===== config.mk =====
export PLATFORM = sky130hd
export DESIGN_NAME = pipe_hazard_ctrl_flat
export DESIGN_NICKNAME = d
export VERILOG_FILES = /design/src/rtl/pipe_ctrl_pkg.sv /design/src/rtl/pipe_hazard_ctrl_if.sv /design/src/rtl/haz_scoreboard.sv /design/src/rtl/pipe_hazard_ctrl.sv /design/src/flat_wrapper.sv
export SDC_FILE = /design/constraint.sdc
export NUM_CORES = 1
export LEC_CHECK = 0
export ABC_CLOCK_PERIOD_IN_PS = 2300
export CORE_MARGIN = 2
export CORE_UTILIZATION = 41
export CTS_BUF_LIST = sky130_fd_sc_hd__clkbuf_16
export DETAILED_ROUTE_END_ITERATION = 12
export PLACE_DENSITY = 0.75
export SLEW_MARGIN = 20
export SYNTH_ARGS = -nofsm -noshare
export SYNTH_HDL_FRONTEND = slang
export SYNTH_SLANG_ARGS = --single-unit

===== constraint.sdc =====
create_clock -name clk -period 2.3 [get_ports clk]
set_input_delay 0.345 -clock clk [delete_from_list [all_inputs] [get_ports clk]]
set_output_delay 0.345 -clock clk [all_outputs]
set_load 0.02 [all_outputs]

===== src/rtl/pipe_ctrl_pkg.sv =====
// pipe_ctrl_pkg: shared types and constants for the RV32I pipeline hazard
// controller (pipe_hazard_ctrl) and its shadow scoreboard (haz_scoreboard).
//   RF_IDX_W / FW_SEL_W : register index and forwarding-select widths
//   FW_FROM_*           : EX operand source encodings
//   haz_state_e         : controller FSM states
//   sb_dbg_t            : debug view of the shadow scoreboard
package pipe_ctrl_pkg;

  localparam int RF_IDX_W = 5;
  localparam int FW_SEL_W = 2;

  localparam logic [FW_SEL_W-1:0] FW_FROM_ID  = 2'd0;
  localparam logic [FW_SEL_W-1:0] FW_FROM_MEM = 2'd1;
  localparam logic [FW_SEL_W-1:0] FW_FROM_WB  = 2'd2;

  typedef enum logic [1:0] {
    RUN    = 2'd0,
    FREEZE = 2'd1,
    FLUSH  = 2'd2
  } haz_state_e;

  typedef struct packed {
    logic [RF_IDX_W-1:0] ex_rd;
    logic                ex_ld;
    logic [RF_IDX_W-1:0] mem_rd;
    logic [RF_IDX_W-1:0] wb_rd;
  } sb_dbg_t;

  // A source depends on a producer only if it is actually read and is not x0.
  function automatic logic src_match(input logic                use_f,
                                     input logic [RF_IDX_W-1:0] src,
                                     input logic [RF_IDX_W-1:0] dst);
    return use_f && (src != '0) && (src == dst);
  endfunction

endpackage


===== src/rtl/pipe_hazard_ctrl_if.sv =====
// pipe_hazard_ctrl_if: bundle between the pipeline datapath and the hazard
// controller.
//   ID decode info : id_valid, id_rs1_idx, id_rs2_idx, id_uses_rs1,
//                    id_uses_rs2, id_rd_idx, id_is_load
//   EX / memory    : ex_br_taken, im_wait, dm_wait
//   Controls       : stall_if, stall_id, bubble_ex, flush_id, freeze,
//                    fw_rs1_sel, fw_rs2_sel
//   Debug          : state (FSM state), sb_dbg (shadow scoreboard contents)
// Handshake: there is no valid/ready pair here; every control is a level
// that applies to the clock edge that ends the current cycle, and the
// datapath must obey it in that same cycle.
// master = datapath side, slave = controller side.
interface pipe_hazard_ctrl_if;
  import pipe_ctrl_pkg::*;

  logic                id_valid;
  logic [RF_IDX_W-1:0] id_rs1_idx;
  logic [RF_IDX_W-1:0] id_rs2_idx;
  logic                id_uses_rs1;
  logic                id_uses_rs2;
  logic [RF_IDX_W-1:0] id_rd_idx;
  logic                id_is_load;
  logic                ex_br_taken;
  logic                im_wait;
  logic                dm_wait;

  logic                stall_if;
  logic                stall_id;
  logic                bubble_ex;
  logic                flush_id;
  logic                freeze;
  logic [FW_SEL_W-1:0] fw_rs1_sel;
  logic [FW_SEL_W-1:0] fw_rs2_sel;

  haz_state_e          state;
  sb_dbg_t             sb_dbg;

  modport master (
    output id_valid, id_rs1_idx, id_rs2_idx, id_uses_rs1, id_uses_rs2,
           id_rd_idx, id_is_load, ex_br_taken, im_wait, dm_wait,
    input  stall_if, stall_id, bubble_ex, flush_id, freeze,
           fw_rs1_sel, fw_rs2_sel, state, sb_dbg
  );

  modport slave (
    input  id_valid, id_rs1_idx, id_rs2_idx, id_uses_rs1, id_uses_rs2,
           id_rd_idx, id_is_load, ex_br_taken, im_wait, dm_wait,
    output stall_if, stall_id, bubble_ex, flush_id, freeze,
           fw_rs1_sel, fw_rs2_sel, state, sb_dbg
  );

endinterface


===== src/rtl/haz_scoreboard.sv =====
// haz_scoreboard: shadow copy of the destination registers in EX, MEM and WB
// plus the EX load flag, and the ID-source match logic against them.
//   clk, rst        : clock, synchronous active-high reset
//   advance_i       : pipeline moves this cycle (not frozen)
//   ex_load_i       : a real instruction enters EX (else a bubble does)
//   id_*_i          : ID decode fields
//   ex_hit1/2_o     : ID rs1/rs2 matches the EX producer
//   mem_hit1/2_o    : ID rs1/rs2 matches the MEM producer
//   ex_ld_o         : EX producer is a load
//   sb_dbg_o        : scoreboard contents
module haz_scoreboard
  import pipe_ctrl_pkg::*;
(
  input  logic                clk,
  input  logic                rst,
  input  logic                advance_i,
  input  logic                ex_load_i,
  input  logic [RF_IDX_W-1:0] id_rd_idx_i,
  input  logic                id_is_load_i,
  input  logic [RF_IDX_W-1:0] id_rs1_idx_i,
  input  logic [RF_IDX_W-1:0] id_rs2_idx_i,
  input  logic                id_uses_rs1_i,
  input  logic                id_uses_rs2_i,
  output logic                ex_hit1_o,
  output logic                ex_hit2_o,
  output logic                mem_hit1_o,
  output logic                mem_hit2_o,
  output logic                ex_ld_o,
  output sb_dbg_t             sb_dbg_o
);

  logic [RF_IDX_W-1:0] ex_rd_q, ex_rd_d;
  logic                ex_ld_q, ex_ld_d;
  logic [RF_IDX_W-1:0] mem_rd_q, mem_rd_d;
  logic [RF_IDX_W-1:0] wb_rd_q, wb_rd_d;

  always_comb begin
    ex_rd_d  = ex_rd_q;
    ex_ld_d  = ex_ld_q;
    mem_rd_d = mem_rd_q;
    wb_rd_d  = wb_rd_q;
    if (advance_i) begin
      wb_rd_d  = mem_rd_q;
      mem_rd_d = ex_rd_q;
      ex_rd_d  = ex_load_i ? id_rd_idx_i : '0;
      ex_ld_d  = ex_load_i && id_is_load_i;
    end
  end

  always_ff @(posedge clk) begin
    if (rst) begin
      ex_rd_q  <= '0;
      ex_ld_q  <= 1'b0;
      mem_rd_q <= '0;
      wb_rd_q  <= '0;
    end else begin
      ex_rd_q  <= ex_rd_d;
      ex_ld_q  <= ex_ld_d;
      mem_rd_q <= mem_rd_d;
      wb_rd_q  <= wb_rd_d;
    end
  end

  // WB producers are never matched: the register file writes through, so ID
  // already reads the new value in that cycle.
  assign ex_hit1_o  = src_match(id_uses_rs1_i, id_rs1_idx_i, ex_rd_q);
  assign ex_hit2_o  = src_match(id_uses_rs2_i, id_rs2_idx_i, ex_rd_q);
  assign mem_hit1_o = src_match(id_uses_rs1_i, id_rs1_idx_i, mem_rd_q);
  assign mem_hit2_o = src_match(id_uses_rs2_i, id_rs2_idx_i, mem_rd_q);
  assign ex_ld_o    = ex_ld_q;

  assign sb_dbg_o = '{ex_rd: ex_rd_q, ex_ld: ex_ld_q, mem_rd: mem_rd_q, wb_rd: wb_rd_q};

endmodule


===== src/rtl/pipe_hazard_ctrl.sv =====
// pipe_hazard_ctrl: hazard and sequencing controller for the 5-stage RV32I
// pipeline. Produces load-use stalls, taken-branch flushes, memory-wait
// freezes and registered EX forwarding selects.
//   clk, rst : clock, synchronous active-high reset (dominates everything)
//   hz       : pipe_hazard_ctrl_if.slave (decode info in, controls out,
//              FSM state and scoreboard debug out)
// Optional build macro HAZ_PERF_CNT_EN adds saturating 32-bit counters
//   cnt_lu_stall, cnt_flush, cnt_freeze as output ports.
module pipe_hazard_ctrl
  import pipe_ctrl_pkg::*;
(
  input  logic                     clk,
  input  logic                     rst,
  pipe_hazard_ctrl_if.slave        hz
`ifdef HAZ_PERF_CNT_EN
  ,
  output logic [31:0]              cnt_lu_stall,
  output logic [31:0]              cnt_flush,
  output logic [31:0]              cnt_freeze
`endif
);

  haz_state_e state_q, state_d;

  logic ex_hit1, ex_hit2, mem_hit1, mem_hit2, ex_ld;
  logic wait_w, lu_w;
  logic stall_if_c, stall_id_c, bubble_c, flush_c, freeze_c, lu_evt_c;

  logic [FW_SEL_W-1:0] fw1_q, fw1_d, fw2_q, fw2_d;
  sb_dbg_t             sb_dbg;

  haz_scoreboard u_sb (
    .clk          (clk),
    .rst          (rst),
    .advance_i    (!freeze_c),
    .ex_load_i    (hz.id_valid && !bubble_c),
    .id_rd_idx_i  (hz.id_rd_idx),
    .id_is_load_i (hz.id_is_load),
    .id_rs1_idx_i (hz.id_rs1_idx),
    .id_rs2_idx_i (hz.id_rs2_idx),
    .id_uses_rs1_i(hz.id_uses_rs1),
    .id_uses_rs2_i(hz.id_uses_rs2),
    .ex_hit1_o    (ex_hit1),
    .ex_hit2_o    (ex_hit2),
    .mem_hit1_o   (mem_hit1),
    .mem_hit2_o   (mem_hit2),
    .ex_ld_o      (ex_ld),
    .sb_dbg_o     (sb_dbg)
  );

  assign wait_w = hz.im_wait || hz.dm_wait;
  // ex_hit already excludes x0 and unused sources.
  assign lu_w   = hz.id_valid && ex_ld && (ex_hit1 || ex_hit2);

  // Freeze is a pure function of the wait lines in every state, so the
  // freeze window matches the wait window cycle for cycle; FREEZE merely
  // records that the pipe was held. A taken branch held in EX during a
  // freeze is acted on in the first cycle after release.
  always_comb begin
    state_d    = RUN;
    stall_if_c = 1'b0;
    stall_id_c = 1'b0;
    bubble_c   = 1'b0;
    flush_c    = 1'b0;
    freeze_c   = 1'b0;
    lu_evt_c   = 1'b0;
    if (!rst) begin
      if (wait_w) begin
        freeze_c   = 1'b1;
        stall_if_c = 1'b1;
        stall_id_c = 1'b1;
        state_d    = FREEZE;
      end else if (state_q == FLUSH) begin
        state_d = RUN;
      end else if (hz.ex_br_taken) begin
        // The ID instruction is squashed, so its load-use hazard is moot.
        flush_c  = 1'b1;
        bubble_c = 1'b1;
        state_d  = FLUSH;
      end else if (lu_w) begin
        stall_if_c = 1'b1;
        stall_id_c = 1'b1;
        bubble_c   = 1'b1;
        lu_evt_c   = 1'b1;
      end
    end
  end

  // Selects are computed against the producers one stage ahead of where the
  // consumer will sit next cycle: EX producer -> MEM forward, MEM -> WB.
  always_comb begin
    fw1_d = FW_FROM_ID;
    fw2_d = FW_FROM_ID;
    if (hz.id_valid && !bubble_c) begin
      if (ex_hit1)       fw1_d = FW_FROM_MEM;
      else if (mem_hit1) fw1_d = FW_FROM_WB;
      if (ex_hit2)       fw2_d = FW_FROM_MEM;
      else if (mem_hit2) fw2_d = FW_FROM_WB;
    end
  end

  always_ff @(posedge clk) begin
    if (rst) begin
      state_q <= RUN;
      fw1_q   <= FW_FROM_ID;
      fw2_q   <= FW_FROM_ID;
    end else begin
      state_q <= state_d;
      if (!freeze_c) begin
        fw1_q <= fw1_d;
        fw2_q <= fw2_d;
      end
    end
  end

  assign hz.stall_if   = stall_if_c;
  assign hz.stall_id   = stall_id_c;
  assign hz.bubble_ex  = bubble_c;
  assign hz.flush_id   = flush_c;
  assign hz.freeze     = freeze_c;
  assign hz.fw_rs1_sel = fw1_q;
  assign hz.fw_rs2_sel = fw2_q;
  assign hz.state      = state_q;
  assign hz.sb_dbg     = sb_dbg;

`ifdef HAZ_PERF_CNT_EN
  always_ff @(posedge clk) begin
    if (rst) begin
      cnt_lu_stall <= '0;
      cnt_flush    <= '0;
      cnt_freeze   <= '0;
    end else begin
      if (lu_evt_c && (cnt_lu_stall != '1)) cnt_lu_stall <= cnt_lu_stall + 32'd1;
      if (flush_c  && (cnt_flush    != '1)) cnt_flush    <= cnt_flush + 32'd1;
      if (freeze_c && (cnt_freeze   != '1)) cnt_freeze   <= cnt_freeze + 32'd1;
    end
  end
`endif

endmodule


===== src/flat_wrapper.sv =====
// flat-port wrapper written by rule: the top's interface ports become plain ports
module pipe_hazard_ctrl_flat import pipe_ctrl_pkg::*;
  (clk, rst, hz_id_valid, hz_id_rs1_idx, hz_id_rs2_idx, hz_id_uses_rs1, hz_id_uses_rs2, hz_id_rd_idx, hz_id_is_load, hz_ex_br_taken, hz_im_wait, hz_dm_wait, hz_stall_if, hz_stall_id, hz_bubble_ex, hz_flush_id, hz_freeze, hz_fw_rs1_sel, hz_fw_rs2_sel, hz_state, hz_sb_dbg);
  pipe_hazard_ctrl_if hz_i ();
  input  logic clk;
  input  logic rst;
  input wire logic [$bits(hz_i.id_valid)-1:0] hz_id_valid;
  input wire logic [$bits(hz_i.id_rs1_idx)-1:0] hz_id_rs1_idx;
  input wire logic [$bits(hz_i.id_rs2_idx)-1:0] hz_id_rs2_idx;
  input wire logic [$bits(hz_i.id_uses_rs1)-1:0] hz_id_uses_rs1;
  input wire logic [$bits(hz_i.id_uses_rs2)-1:0] hz_id_uses_rs2;
  input wire logic [$bits(hz_i.id_rd_idx)-1:0] hz_id_rd_idx;
  input wire logic [$bits(hz_i.id_is_load)-1:0] hz_id_is_load;
  input wire logic [$bits(hz_i.ex_br_taken)-1:0] hz_ex_br_taken;
  input wire logic [$bits(hz_i.im_wait)-1:0] hz_im_wait;
  input wire logic [$bits(hz_i.dm_wait)-1:0] hz_dm_wait;
  output wire logic [$bits(hz_i.stall_if)-1:0] hz_stall_if;
  output wire logic [$bits(hz_i.stall_id)-1:0] hz_stall_id;
  output wire logic [$bits(hz_i.bubble_ex)-1:0] hz_bubble_ex;
  output wire logic [$bits(hz_i.flush_id)-1:0] hz_flush_id;
  output wire logic [$bits(hz_i.freeze)-1:0] hz_freeze;
  output wire logic [$bits(hz_i.fw_rs1_sel)-1:0] hz_fw_rs1_sel;
  output wire logic [$bits(hz_i.fw_rs2_sel)-1:0] hz_fw_rs2_sel;
  output wire logic [$bits(hz_i.state)-1:0] hz_state;
  output wire logic [$bits(hz_i.sb_dbg)-1:0] hz_sb_dbg;
  assign hz_i.id_valid = hz_id_valid;
  assign hz_i.id_rs1_idx = hz_id_rs1_idx;
  assign hz_i.id_rs2_idx = hz_id_rs2_idx;
  assign hz_i.id_uses_rs1 = hz_id_uses_rs1;
  assign hz_i.id_uses_rs2 = hz_id_uses_rs2;
  assign hz_i.id_rd_idx = hz_id_rd_idx;
  assign hz_i.id_is_load = hz_id_is_load;
  assign hz_i.ex_br_taken = hz_ex_br_taken;
  assign hz_i.im_wait = hz_im_wait;
  assign hz_i.dm_wait = hz_dm_wait;
  assign hz_stall_if = hz_i.stall_if;
  assign hz_stall_id = hz_i.stall_id;
  assign hz_bubble_ex = hz_i.bubble_ex;
  assign hz_flush_id = hz_i.flush_id;
  assign hz_freeze = hz_i.freeze;
  assign hz_fw_rs1_sel = hz_i.fw_rs1_sel;
  assign hz_fw_rs2_sel = hz_i.fw_rs2_sel;
  assign hz_state = hz_i.state;
  assign hz_sb_dbg = hz_i.sb_dbg;
  pipe_hazard_ctrl u_core (.clk(clk), .rst(rst), .hz(hz_i));
endmodule

* Word level (Yosys, flattened, before mapping)
Index checks and enable logic that the tools add are counted.
** Operators by class
- Muxes and demuxes :: 25
- Equal/unequal tests :: 5
- Reduce and logical (&&, ||, !) cells :: 16
** Operator list (count)
- 5-bit == test :: 4
- 1-bit two-way mux :: 17
- 2-bit two-way mux :: 7
- 1-bit logical AND :: 10
- 5-bit nonzero test :: 2
- 5-bit two-way mux :: 1
- 3-bit OR reduction :: 1
- 2-bit == test, second input constant :: 1
- 1-bit logical OR :: 2
- 1-bit logical NOT :: 1
** Word-level totals
- Flip-flop bits (word level) :: 22
- Bits of input ports :: 24

* Logic depth before layout (Yosys ltp)
- Depth after elaboration :: 13
- Mapped depth :: 6
- Mapped depth without buffers :: 5

* Modules after synthesis
From an unflattened synthesis, not the netlist that was laid out.
** Second synthesis, totals
- Cell total of the unflattened synthesis :: 122
- Area, all modules :: 1124.8 sq um
** By module, submodules not included
- haz_scoreboard :: cells an instance 93, area each 833.3 sq um, times used 1, seq. area each 320.3 sq um
- pipe_hazard_ctrl :: cells an instance 29, area each 291.5 sq um, times used 1, seq. area each 120.1 sq um

* Least setup slack after synthesis
No wires, ideal clock.
- Kind :: flip-flop to output port
- Start point :: register u_core.u_sb.ex_rd_q[4]
- End point :: output port hz_stall_if
- Path buffers :: 1
- Stages on the path, launching flop included :: 7
- Setup slack :: 0.241 ns
- Data arrival time :: 1.714 ns
- Path through :: dfxtp_1 > xor2_1 > nor2_1 > and4b_1 > o21ai_1 > a21oi_1 > buf_4
** On the way
- Word-level cells in the longest chain between the ends :: 9
** Ends and longest elaborated chain
- from (decl) :: line haz_scoreboard.sv:32 : logic [RF_IDX_W-1:0] ex_rd_q, ex_rd_d;
- from (signal assigned) :: line haz_scoreboard.sv:57 : ex_rd_q <= ex_rd_d;
- 5-bit == test :: line pipe_ctrl_pkg.sv:33 : return use_f && (src != '0) && (src == dst);
- 1-bit logical AND :: line pipe_ctrl_pkg.sv:33
- 1-bit logical OR * :: line pipe_hazard_ctrl.sv:53 : assign lu_w = hz.id_valid && ex_ld && (ex_hit1 || ex_hit2);
- 1-bit logical AND * :: line pipe_hazard_ctrl.sv:53
- 1-bit two-way mux * (5 in a row)
- to (decl) :: line flat_wrapper.sv:17 : output wire logic [$bits(hz_i.stall_if)-1:0] hz_stall_if;
Every way passes the cells marked *; elsewhere a longest branch is shown, timed or not.

* Final worst setup path
- Start point :: input port hz_id_rs1_idx[4]
- End point :: output port hz_stall_id
** On the way
- Word-level cells in the longest chain between the ends :: 10
** Ends and longest elaborated chain
- from (decl) :: line flat_wrapper.sv:8 : input wire logic [$bits(hz_i.id_rs1_idx)-1:0] hz_id_rs1_idx;
- 5-bit nonzero test :: line pipe_ctrl_pkg.sv:33
- 1-bit logical AND :: line pipe_ctrl_pkg.sv:33
- 1-bit logical AND * :: line pipe_ctrl_pkg.sv:33
- 1-bit logical OR * :: line pipe_hazard_ctrl.sv:53
- 1-bit logical AND * :: line pipe_hazard_ctrl.sv:53
- 1-bit two-way mux * :: line pipe_hazard_ctrl.sv:80 : end else if (lu_w) begin
- 1-bit two-way mux * :: line pipe_hazard_ctrl.sv:75 : end else if (hz.ex_br_taken) begin
- 1-bit two-way mux * :: line pipe_hazard_ctrl.sv:73 : end else if (state_q == FLUSH) begin
- 1-bit two-way mux * :: line pipe_hazard_ctrl.sv:68 : if (wait_w) begin
- 1-bit two-way mux * :: line pipe_hazard_ctrl.sv:67 : if (!rst) begin
- to (decl) :: line flat_wrapper.sv:18 : output wire logic [$bits(hz_i.stall_id)-1:0] hz_stall_id;
Marks and branches as above.

==> impl_metrics.yaml <==
power:
  power_uw: 925
  power.leakage_uw: 0.000761
  powerDensity_mw_per_mm2: 479
  vdd_drop_max_mv: 0.466
status:
  status: "complete, no violations"
synth:
  syn_nets: 165
  syn_avg_cell_area_sq_um: 8.33
  synth_compound_area_share_pct: 16.8
  syn-cell-area_sq_mm: 0.00117
  async_flop_share_pct: 0
  synthAdderAreaFrac_pct: 0
  yosys_warnings: 0
  yosys.area_share.simple_pct: 27.6
  muxShareOfSynthArea_pct: 0
  synth_edf_count: 0
  ys_types: 24
  synth_ff_type: "dfxtp_1"
  syn_inst: 141
  synth_seq_cells: 22
  synth_top_family_by_area: "simple AND/OR/NAND/NOR gates"
  synth_xor_area_share_pct: 14.9
  yosysSeqAreaShare_pct: 37.5
global_route:
  antenna_found_initial: 0
  grt_max_degree: 15
  grt_use_total_pct: 22.5
  grt.busiest_layer: "met2"
  met1_usage_pct: 26.9
  first_global_vias: 1241
  grt_pass1_wl_um: 5740
  grt_use_met2_pct: 38.8
  grtUsageMet3_pct: 4.99
  grt_overflow: 0
worst_setup_path:
  path_depth: 7
  critPathLaunchType: "input pin"
  slowest_delay_ps: 530
  worst-endpoint-arrival_ps: 1920
  reg2reg_depth: 6
  worstPathRequired_ps: 1960
  worst-path-buf-inv: 2
  critical_path.top_delay_family: "simple AND/OR/NAND/NOR gates"
  cp_max_fo: 3
  cp_slowest_cell: "or4_4"
  end_kind: "output pin"
  cp_cell_sequence: "dlygate4sd2_1, or4_4, o21ai_4, and4b_1, o21ai_1, a21oi_2, buf_4"
  reg2reg_slack_ps: 690
  worstSetupPathType: "input pin to output pin"
floorplanning:
  die_area_sq_mm: 0.00331
  core-area_sq_mm: 0.00273
  die_y_um: 57.5
  num_rows: 19
  floorplan.initialDensity_pct: 43.0
  die_x_um: 57.5
  io_pins: 51
route:
  drt_iter0_drc: 30
  viasPerCell: 5.24
  num_vias: 1262
  first_pass_iters: 4
  antenna_left: 0
  drcViolationCount: 0
  wl_um: 3580
  routedWlPerCell_um: 14.9
final_layout:
  layout-drive-gt1-share_pct: 19.0
  fin_nets: 235
  multiInputGateArea_sq_um: 719
  fin_util_pct: 70.6
  fill_cells: 229
  antenna_cells: 0
  synthToLayoutAreaGrowth_pct: 64.2
  stdcell_count: 241
  seq_area_sq_um: 440
clock_network:
  clkLatencyLatePin_ps: 250
  cts_root_buffer: "clkbuf_16"
  clkSinkCount: 22
  cts_tree: "yes"
  clockBufferDepth: 2
  htree_levels: 1
  cts.clk_slew.worst_paths_ps: 60
  cts_buffers: 3
  cts_hold_buf: 0
worst_hold_path:
  min_path_type: "flop to flop"
  holdPathStages: 2
timing:
  max_freq_mhz: 441
  finClkSkew_ps: 1.31
  slew_violations: 0
  final.period_utilization_pct: 98.6
  rsz0062_at_grt: "yes"
  timing.slew.headroom_pct: 76.0
  final-hold-violation-count: 0
  setup_viol: 0
  worstMarginPinSlew_ps: 359
  min_period_ps: 2270
run:
  drv_cap: 0
placement:
  io_buffers: 50
  gp_congestion: 0.908
  dp.cells: 236
  dpl.hpwl_um: 2680
-- cell type report --
class / instances / share of cell area, %
Clock inverter: 1 / 0.195
Sequential cell: 22 / 22.8
Timing Repair Buffer: 72 / 33.6
Multi-Input combinational cell: 111 / 37.3
Tap cell: 31 / 2.01
Clock buffer: 3 / 3.89
Inverter: 1 / 0.195
-- layer usage --
metal	part of all wire (%)	vias up
met5	0	-
met4	1.9	0
met3	7.0	6
met2	51	51
li1	-	616
met1	40	589
-- final timing paths --
check                                                          start                                    to
worst max register to register   u_core.u_sb.ex_rd_q[4]$_SDFFE_PP0N_      u_core.u_sb.ex_ld_o$_SDFFE_PP0N_
worst max-delay path                                hz_id_rs1_idx[4]                           hz_stall_id
worst min-delay path            u_core.hz.fw_rs2_sel[1]$_SDFFE_PP0N_  u_core.hz.fw_rs2_sel[1]$_SDFFE_PP0N_
worst min register to register  u_core.hz.fw_rs2_sel[1]$_SDFFE_PP0N_  u_core.hz.fw_rs2_sel[1]$_SDFFE_PP0N_
-- metrics by stage --
stage | setup slack (ps) | hold WS, ps | TNS (ps) | instance area [sq um]
2_1_floorplan | 241 | 460 | 0 | 1170
3_3_place_gp | -493 | 437 | -1500 | 1840
3_5_place_dp | -542 | 442 | -1650 | 1840
4_1_cts | 13.4 | 452 | 0 | 1920
5_1_grt | -12.2 | 483 | -21.7 | 1930
6_report | 31.8 | 448 | 0 | 1930
-- kinds of logic (layout without fill, tap and decap cells) --
group | Yosys count | after routing
flip-flops | 22 | 22
AND/OR/NAND/NOR | 63 | 63
XOR/XNOR | 20 | 20
AO/OA/AOI/OAI | 28 | 28
buffers and inverters | 8 | 77
-- layout by cell type (no fill, tap or decap), types with 2 or more instances in the layout --
master           synthesis  final
buf_4                    2     24
clkdlybuf4s15_1          0      3
clkbuf_16                0      3
or4_4                    2      2
a21oi_1                 12     11
nor2_1                   7      6
dlygate4sd2_1            0      6
o21ai_2                  3      2
nand2_1                 36     36
and2_1                   2      2
nand3_1                  6      6
xnor2_1                  8      8
a32o_1                   2      2
xor2_1                  12     12
nor4_1                   2      2
dfxtp_1                 22     22
o21ai_1                  8      8
and4b_1                  3      3
clkdlybuf4s50_1          0     38
-- worst min-delay path, delay by kind of cell (launching register included) --
| family | cells | cell delay (ps) |
|---|---|---|
| and+or+nand+nor | 1 | 50 |
| AOI/OAI and AO/OA | 1 | 50 |
| DFF | 1 | 310 |
-- sequential cells by signal (all words and copies together) (netlist names) --
| signal | flops |
|---|---|
| u_core.hz.fw_rs1_sel | 2 |
| u_core.hz.fw_rs2_sel | 2 |
| u_core.hz.state | 2 |
| u_core.u_sb.ex_ld_o | 1 |
| u_core.u_sb.ex_rd_q | 5 |
| u_core.u_sb.mem_rd_q | 5 |
| u_core.u_sb.wb_rd_q | 5 |
-- cells in the mapped netlist, drive strengths merged (2+ instances only) --
cell | n | area (sq um)
xor2 | 12 | 105
nand2 | 36 | 135
clkbuf | 5 | 18.8
and2 | 2 | 12.5
nor4 | 2 | 12.5
and4b | 3 | 30.0
nand3 | 6 | 30.0
or4 | 2 | 22.5
o21ai | 11 | 66.3
a32o | 2 | 20.0
nor2 | 7 | 26.3
dfxtp | 22 | 440
xnor2 | 8 | 70.1
buf | 2 | 15.0
nand4b | 2 | 30.0
a21oi | 13 | 76.3
-- report_power, final --
part	internal [uW]	switching, uW
sequential	386	5.22
combinational	88.3	78.5
clock	232	135
total	706	219
-- what timing repair did --
action | CTS | global route
setup buffers | 1 | 0
gates resized for setup | 25 | 5
pin swaps | 4 | 6
setup endpoints to repair | 4 | 2
Power figures use the tool's default switching activity.
